<file path="src/rtl/dct_stream_ctrl_if.sv">
// Handshake and data bundle between the DCT stream controller and its
// environment (sample source, combinational DCT and coefficient sink).
interface dct_stream_ctrl_if #(
  parameter int CNT_W = 16
);
  logic              flush_i;
  logic              in_valid_i;
  logic              in_ready_o;
  logic signed [7:0] in_data_i;

  logic signed [7:0] dct_dt_o  [4];
  logic signed [9:0] dct_dir_i [4];
  logic signed [7:0] dct_inv_i [4];

  logic              out_valid_o;
  logic              out_ready_i;
  logic signed [9:0] out_dir_o;
  logic signed [7:0] out_inv_o;
  logic [1:0]        out_idx_o;
  logic              out_last_o;
  logic [CNT_W-1:0]  blk_cnt_o;

  // Environment side: supplies samples, DCT results and sink readiness.
  modport master (
    output flush_i, in_valid_i, in_data_i, dct_dir_i, dct_inv_i, out_ready_i,
    input  in_ready_o, dct_dt_o, out_valid_o, out_dir_o, out_inv_o,
           out_idx_o, out_last_o, blk_cnt_o
  );

  // Controller side.
  modport slave (
    input  flush_i, in_valid_i, in_data_i, dct_dir_i, dct_inv_i, out_ready_i,
    output in_ready_o, dct_dt_o, out_valid_o, out_dir_o, out_inv_o,
           out_idx_o, out_last_o, blk_cnt_o
  );
endinterface

</file>
<file path="src/rtl/dct_stream_ctrl.sv">
// Streaming sequencer around a combinational 4-point DCT.
// Samples are gathered into a 4-entry input buffer that drives the DCT
// directly; once full, the DCT results are snapshotted into an output
// buffer and streamed out one coefficient per handshake while the next
// input block is already being gathered.
//
// state    | meaning
// ---------+-----------------------------------------------------------
// OUT_IDLE | no coefficients held; waiting for a full input block
// OUT_BUSY | streaming obuf[rp]; returns to idle after the idx-3 handshake
module dct_stream_ctrl #(
  parameter int CNT_W = 16
) (
  input logic              clk_i,
  input logic              rst_i,
  dct_stream_ctrl_if.slave bus
);

  typedef enum logic {
    OUT_IDLE = 1'b0,
    OUT_BUSY = 1'b1
  } out_state_t;

  out_state_t state_q;
  out_state_t state_d;

  logic signed [7:0] ibuf [4];
  logic [1:0]        wp;
  logic              in_full;

  logic signed [9:0] obuf_dir [4];
  logic signed [7:0] obuf_inv [4];
  logic [1:0]        rp;
  logic [CNT_W-1:0]  blk_cnt;

  logic accept;
  logic capture;
  logic drain;
  logic drain_last;

  // Event decode; flush masks every update so a flush cycle is a pure restart.
  always_comb begin
    accept     = 1'b0;
    capture    = 1'b0;
    drain      = 1'b0;
    drain_last = 1'b0;
    if (!bus.flush_i) begin
      accept     = bus.in_valid_i && !in_full;
      capture    = in_full && (state_q == OUT_IDLE);
      drain      = (state_q == OUT_BUSY) && bus.out_ready_i;
      drain_last = drain && (rp == 2'd3);
    end
  end

  // Output-side next state; capture only from idle, so a final drain and
  // a pending full block resolve over two edges rather than a bypass.
  always_comb begin
    state_d = state_q;
    if (bus.flush_i) begin
      state_d = OUT_IDLE;
    end else begin
      case (state_q)
        OUT_IDLE: if (capture)    state_d = OUT_BUSY;
        OUT_BUSY: if (drain_last) state_d = OUT_IDLE;
        default:                  state_d = OUT_IDLE;
      endcase
    end
  end

  // Output-side state register.
  always_ff @(posedge clk_i or posedge rst_i) begin
    if (rst_i) begin
      state_q <= OUT_IDLE;
    end else begin
      state_q <= state_d;
    end
  end

  // Input assembly: write pointer, sample buffer and block-full flag.
  always_ff @(posedge clk_i or posedge rst_i) begin
    if (rst_i) begin
      for (int i = 0; i < 4; i++) begin
        ibuf[i] <= '0;
      end
      wp      <= '0;
      in_full <= 1'b0;
    end else if (bus.flush_i) begin
      wp      <= '0;
      in_full <= 1'b0;
    end else begin
      if (accept) begin
        ibuf[wp] <= bus.in_data_i;
        wp       <= wp + 2'd1;
        if (wp == 2'd3) begin
          in_full <= 1'b1;
        end
      end
      // accept and capture are exclusive: accept needs !in_full.
      if (capture) begin
        in_full <= 1'b0;
      end
    end
  end

  // Output buffer snapshot, read pointer and completed-block counter.
  always_ff @(posedge clk_i or posedge rst_i) begin
    if (rst_i) begin
      for (int i = 0; i < 4; i++) begin
        obuf_dir[i] <= '0;
        obuf_inv[i] <= '0;
      end
      rp      <= '0;
      blk_cnt <= '0;
    end else if (bus.flush_i) begin
      rp <= '0;
    end else if (capture) begin
      for (int i = 0; i < 4; i++) begin
        obuf_dir[i] <= bus.dct_dir_i[i];
        obuf_inv[i] <= bus.dct_inv_i[i];
      end
      rp <= '0;
    end else if (drain) begin
      rp <= rp + 2'd1;
      if (drain_last) begin
        blk_cnt <= blk_cnt + CNT_W'(1);
      end
    end
  end

  assign bus.in_ready_o = !in_full;
  assign bus.dct_dt_o   = ibuf;

  assign bus.out_valid_o = (state_q == OUT_BUSY);
  assign bus.out_dir_o   = obuf_dir[rp];
  assign bus.out_inv_o   = obuf_inv[rp];
  assign bus.out_idx_o   = rp;
  assign bus.out_last_o  = (state_q == OUT_BUSY) && (rp == 2'd3);
  assign bus.blk_cnt_o   = blk_cnt;

endmodule

</file>
<file path="src/flat_wrapper.sv">
// flat-port wrapper written by rule: the top's interface ports become plain ports
module dct_stream_ctrl_flat 
#(
  parameter int CNT_W = 16
)
  (clk_i, rst_i, bus_flush_i, bus_in_valid_i, bus_in_data_i, bus_dct_dir_i, bus_dct_inv_i, bus_out_ready_i, bus_in_ready_o, bus_dct_dt_o, bus_out_valid_o, bus_out_dir_o, bus_out_inv_o, bus_out_idx_o, bus_out_last_o, bus_blk_cnt_o);
  dct_stream_ctrl_if #(.CNT_W(CNT_W)) bus_i ();
  input logic clk_i;
  input logic rst_i;
  input wire logic [$bits(bus_i.flush_i)-1:0] bus_flush_i;
  input wire logic [$bits(bus_i.in_valid_i)-1:0] bus_in_valid_i;
  input wire logic [$bits(bus_i.in_data_i)-1:0] bus_in_data_i;
  input wire logic [$bits(bus_i.dct_dir_i)-1:0] bus_dct_dir_i;
  input wire logic [$bits(bus_i.dct_inv_i)-1:0] bus_dct_inv_i;
  input wire logic [$bits(bus_i.out_ready_i)-1:0] bus_out_ready_i;
  output wire logic [$bits(bus_i.in_ready_o)-1:0] bus_in_ready_o;
  output wire logic [$bits(bus_i.dct_dt_o)-1:0] bus_dct_dt_o;
  output wire logic [$bits(bus_i.out_valid_o)-1:0] bus_out_valid_o;
  output wire logic [$bits(bus_i.out_dir_o)-1:0] bus_out_dir_o;
  output wire logic [$bits(bus_i.out_inv_o)-1:0] bus_out_inv_o;
  output wire logic [$bits(bus_i.out_idx_o)-1:0] bus_out_idx_o;
  output wire logic [$bits(bus_i.out_last_o)-1:0] bus_out_last_o;
  output wire logic [$bits(bus_i.blk_cnt_o)-1:0] bus_blk_cnt_o;
  assign bus_i.flush_i = bus_flush_i;
  assign bus_i.in_valid_i = bus_in_valid_i;
  assign bus_i.in_data_i = bus_in_data_i;
  assign bus_i.dct_dir_i = {>>{bus_dct_dir_i}};
  assign bus_i.dct_inv_i = {>>{bus_dct_inv_i}};
  assign bus_i.out_ready_i = bus_out_ready_i;
  assign bus_in_ready_o = bus_i.in_ready_o;
  assign bus_dct_dt_o = {>>{bus_i.dct_dt_o}};
  assign bus_out_valid_o = bus_i.out_valid_o;
  assign bus_out_dir_o = bus_i.out_dir_o;
  assign bus_out_inv_o = bus_i.out_inv_o;
  assign bus_out_idx_o = bus_i.out_idx_o;
  assign bus_out_last_o = bus_i.out_last_o;
  assign bus_blk_cnt_o = bus_i.blk_cnt_o;
  dct_stream_ctrl #(.CNT_W(CNT_W)) u_core (.clk_i(clk_i), .rst_i(rst_i), .bus(bus_i));
endmodule
</file>
<file path="config.mk">
export PLATFORM = sky130hd
export DESIGN_NAME = dct_stream_ctrl_flat
export DESIGN_NICKNAME = d
export VERILOG_FILES = /design/src/rtl/dct_stream_ctrl_if.sv /design/src/rtl/dct_stream_ctrl.sv /design/src/flat_wrapper.sv
export SDC_FILE = /design/constraint.sdc
export NUM_CORES = 1
export LEC_CHECK = 0
export BUFFER_PORTS_ARGS = -buffer_cell sky130_fd_sc_hd__buf_2
export CAP_MARGIN = 20
export CORE_UTILIZATION = 50
export CTS_BUF_LIST = sky130_fd_sc_hd__clkbuf_8
export DETAILED_ROUTE_END_ITERATION = 8
export GPL_TIMING_DRIVEN = 0
export PLACE_DENSITY = 0.87
export REMOVE_ABC_BUFFERS = 1
export SLEW_MARGIN = 0
export SYNTH_ARGS = -nofsm -noshare
export SYNTH_HDL_FRONTEND = slang
export SYNTH_SLANG_ARGS = --single-unit
</file>
<file path="constraint.sdc">
create_clock -name clk_i -period 6.15 [get_ports clk_i]
set_input_delay 0.615 -clock clk_i [delete_from_list [all_inputs] [get_ports clk_i]]
set_output_delay 0.615 -clock clk_i [all_outputs]
set_load 0.01 [all_outputs]
</file>
==> results.sh <==
export IMPL_status="finished clean"
export IMPL_rsz0062_at_grt="false"
export IMPL_cp_arrival_ns=2.10
export IMPL_synth_seq_area_share_pct=58.7
export IMPL_routed_via_density=5.24
export IMPL_ys_seq_elements=126
export IMPL_hold_class="in -> async"
export IMPL_ir_worst_vdd_v=0.000210
export IMPL_maxCapViolations=0
export IMPL_htreeDepth=4
export IMPL_cts_num_sinks=126
export IMPL_grt_pass1_vias=3682
export IMPL_final_setup_tns_ns=0
export IMPL_cts_hold_buf=0
export IMPL_yosys_warnings=0
export IMPL_synth_mux_area_share_pct=29.7
export IMPL_crit_required_ns=5.53
export IMPL_syn_cell_area_um2=5380
export IMPL_drtIter0Drc=140
export IMPL_antenna_found_initial=0
export IMPL_synth_top_area_share_pct=58.7
export IMPL_dp_hpwl_mm=7.72
export IMPL_cts_buffers=17
export IMPL_grt_pass1_wl_mm=17.6
export IMPL_wl_per_cell_um=16.6
export IMPL_start_util_pct=51.8
export IMPL_cpPeakStageDelay_ns=1.00
export IMPL_worstMarginPinSlew_ns=0.995
export IMPL_fin_cells=649
export IMPL_avgSynthCellArea_um2=15.9
export IMPL_fill_cells=779
export IMPL_postCtsSetupBuffers=0
export IMPL_power_mw=1.93
export IMPL_synth_xor_area_share_pct=2.61
export IMPL_crit_type="reg -> out"
export IMPL_final_antenna_net_count=0
export IMPL_die_w_um=106
export IMPL_remaining_drc_errors=0
export IMPL_worstSetupEndpointType="primary output"
export IMPL_synth_compound_area_share_pct=0.349
export IMPL_grt_max_degree=66
export IMPL_cts_buffer_depth=2
export IMPL_synth_simple_gate_area_share_pct=4.75
export IMPL_dieArea_um2=11200
export IMPL_rows=37
export IMPL_final_nets=593
export IMPL_totalWireLength_mm=10.8
export IMPL_syn_inst=339
export IMPL_dr_pass1_iters=4
export IMPL_n_antenna_cell=0
export IMPL_skew_ns=0.00597
export IMPL_gr_total_overflow=0
export IMPL_cts_root_buf="clkbuf_8"
export IMPL_rr_worst_depth=6
export IMPL_drive_gt1_share_pct=59.8
export IMPL_finalSetupViolCount=0
export IMPL_path_clk_slew_ns=0.07
export IMPL_die_h_um=106
export IMPL_cp_cell_sequence="ha_1, and2_1, buf_2"
export IMPL_critPathSlowestCell="dfrtp_1"
export IMPL_path_max_fanout=21
export IMPL_cp_start_kind="flip-flop"
export IMPL_reg2reg_to="u_core.obuf_dir[34]"
export IMPL_cts_tree="done"
export IMPL_grt_usage_pct=20.8
export IMPL_hold_violations=0
export IMPL_reg2reg_slack_ns=3.72
export IMPL_period_minus_slack_ns=2.71
export IMPL_yosys_area_share_adder_pct=1.40
export IMPL_r2r_start="u_core.in_full"
export IMPL_min_period_over_period_pct=44.1
export IMPL_synth_largest_area_cell="dfrtp_1"
export IMPL_p_leak_nw=3.29
export IMPL_num_io_pins=156
export IMPL_coreArea_um2=10400
export IMPL_place_gp_congestion=0.742
export IMPL_clk_latency_ns=0.43
export IMPL_synth_top_family_by_area="multiplexers"
export IMPL_num_vias=3400
export IMPL_slew_headroom_pct=33.7
export IMPL_max_freq_ghz=0.368
export IMPL_slew_viol_final=0
export IMPL_cts_resized_gates=0
export IMPL_synth_cell_types=28
export IMPL_dp_cells=619
export IMPL_synth_area_leaders="dfrtp_1 (59%), mux2_2 (21%), mux4_2 (7.5%)"
export IMPL_syn2layout_area_growth_pct=23.8
export IMPL_place_port_buffers=155
export IMPL_utilization_pct=64.2
export IMPL_p_per_area_nw_per_um2=290
cell families after synthesis:
family | after synthesis
and+or+nand+nor | 43
DFF | 126
xor gates and xnor gates | 16
muxes | 124
buffers and inverters | 21
adders and majority gates | 6
AOI/OAI and AO/OA | 3
routing by layer:
layer | wire, µm | GRT usage (%) | up-vias
met2 | 5360 | 34.5 | 130
met5 | 0 | 0 | -
met3 | 805 | 9.15 | 5
met1 | 4520 | 24.5 | 1722
met4 | 76 | 5.85 | 0
li1 | - | - | 1543
worst max-delay path by stage:
stage,to,startpoint,slack [ns],depth (start not counted)
after floorplan,u_core.bus.blk_cnt_o[0],rst_i,2.18,1
after global placement,u_core.obuf_dir[22],rst_i,1.03,2
after detailed placement,u_core.obuf_dir[34],bus_flush_i,3.40,6
after CTS,bus_out_last_o,u_core.bus.out_idx_o[1],3.34,3
after global routing,bus_out_last_o,u_core.bus.out_idx_o[1],3.28,3
final,bus_out_last_o,u_core.bus.out_idx_o[1],3.44,3
per-stage QoR:
| step | hold WS (ns) | instance area (µm²) | worst slack, ns |
|---|---|---|---|
| final | 0.237 | 6660 | 3.44 |
| after global routing | 0.248 | 6660 | 3.28 |
| after CTS | 0.245 | 6660 | 3.34 |
| after detailed placement | 0.473 | 6330 | 3.40 |
| after global placement | 0.457 | 6200 | 1.03 |
| after floorplan | 0.453 | 5260 | 2.18 |
final cells by class:
type | count | area (µm²) | share of cell area [%]
clock buffer | 17 | 234 | 3.52
clock inverter | 13 | 87.6 | 1.32
inverter | 5 | 23.8 | 0.357
multi-input combinational | 192 | 2090 | 31.3
sequential | 126 | 3150 | 47.4
tap | 136 | 170 | 2.56
timing repair buffer | 160 | 901 | 13.5
synth_stat cells:
master and count:
buf_4 3, xnor2_1 13, nor3_2 2, and2_1 5
and4_1 1, nor3b_1 1, a32oi_1 1, nand4_1 5
nand4b_4 1, and3_1 2, nor3_4 1, nand3_1 4
buf_2 7, ha_1 6, nand2_1 11, mux2i_1 2
xor2_1 3, nand2b_1 1, inv_1 5, dfrtp_1 126
clkbuf_1 1, buf_6 5, a21oi_1 2, nor2_1 7
mux2_1 6, mux2_2 98, mux4_2 18, nor3_1 2
power by group:
group | total (mW) | internal, mW | leakage, nW | switching [mW]
sequential | 1.01 | 0.950 | 1.62 | 0.0620
clock | 0.598 | 0.302 | 0.185 | 0.297
combinational | 0.320 | 0.181 | 1.49 | 0.139
total | 1.93 | 1.43 | 3.29 | 0.498
state kept, by name, summed over array words and instances (netlist names):
name,cells
u_core.bus.blk_cnt_o,16
u_core.bus.dct_dt_o,32
u_core.bus.out_idx_o,2
u_core.bus.out_valid_o,1
u_core.in_full,1
u_core.obuf_dir,40
u_core.obuf_inv,32
u_core.wp,2
critical path: cells and delay by family, from the launching register on:
family | cells | cell delay [ns]
buffers and inverters | 1 | 0.13
adders and majority gates | 1 | 0.39
DFF | 1 | 1.00
and+or+nand+nor | 1 | 0.15
placed cells by master, fill, tap and decap left out, drive strengths merged:
cell	count
buf	160
dfrtp	126
mux2	104
mux4	18
clkbuf	17
xnor2	13
nand2	11
inv	9
nor2	7
clkinv	7
ha	6
and2	5
nand4	5
nor3	5
nand3	4
xor2	3
a21oi	2
mux2i	2
and3	2
nand2b	1
nor3b	1
and4	1
nand4b	1
a32oi	1
clkinvlp	1
bufinv	1
Power figures use the tool's default switching activity.
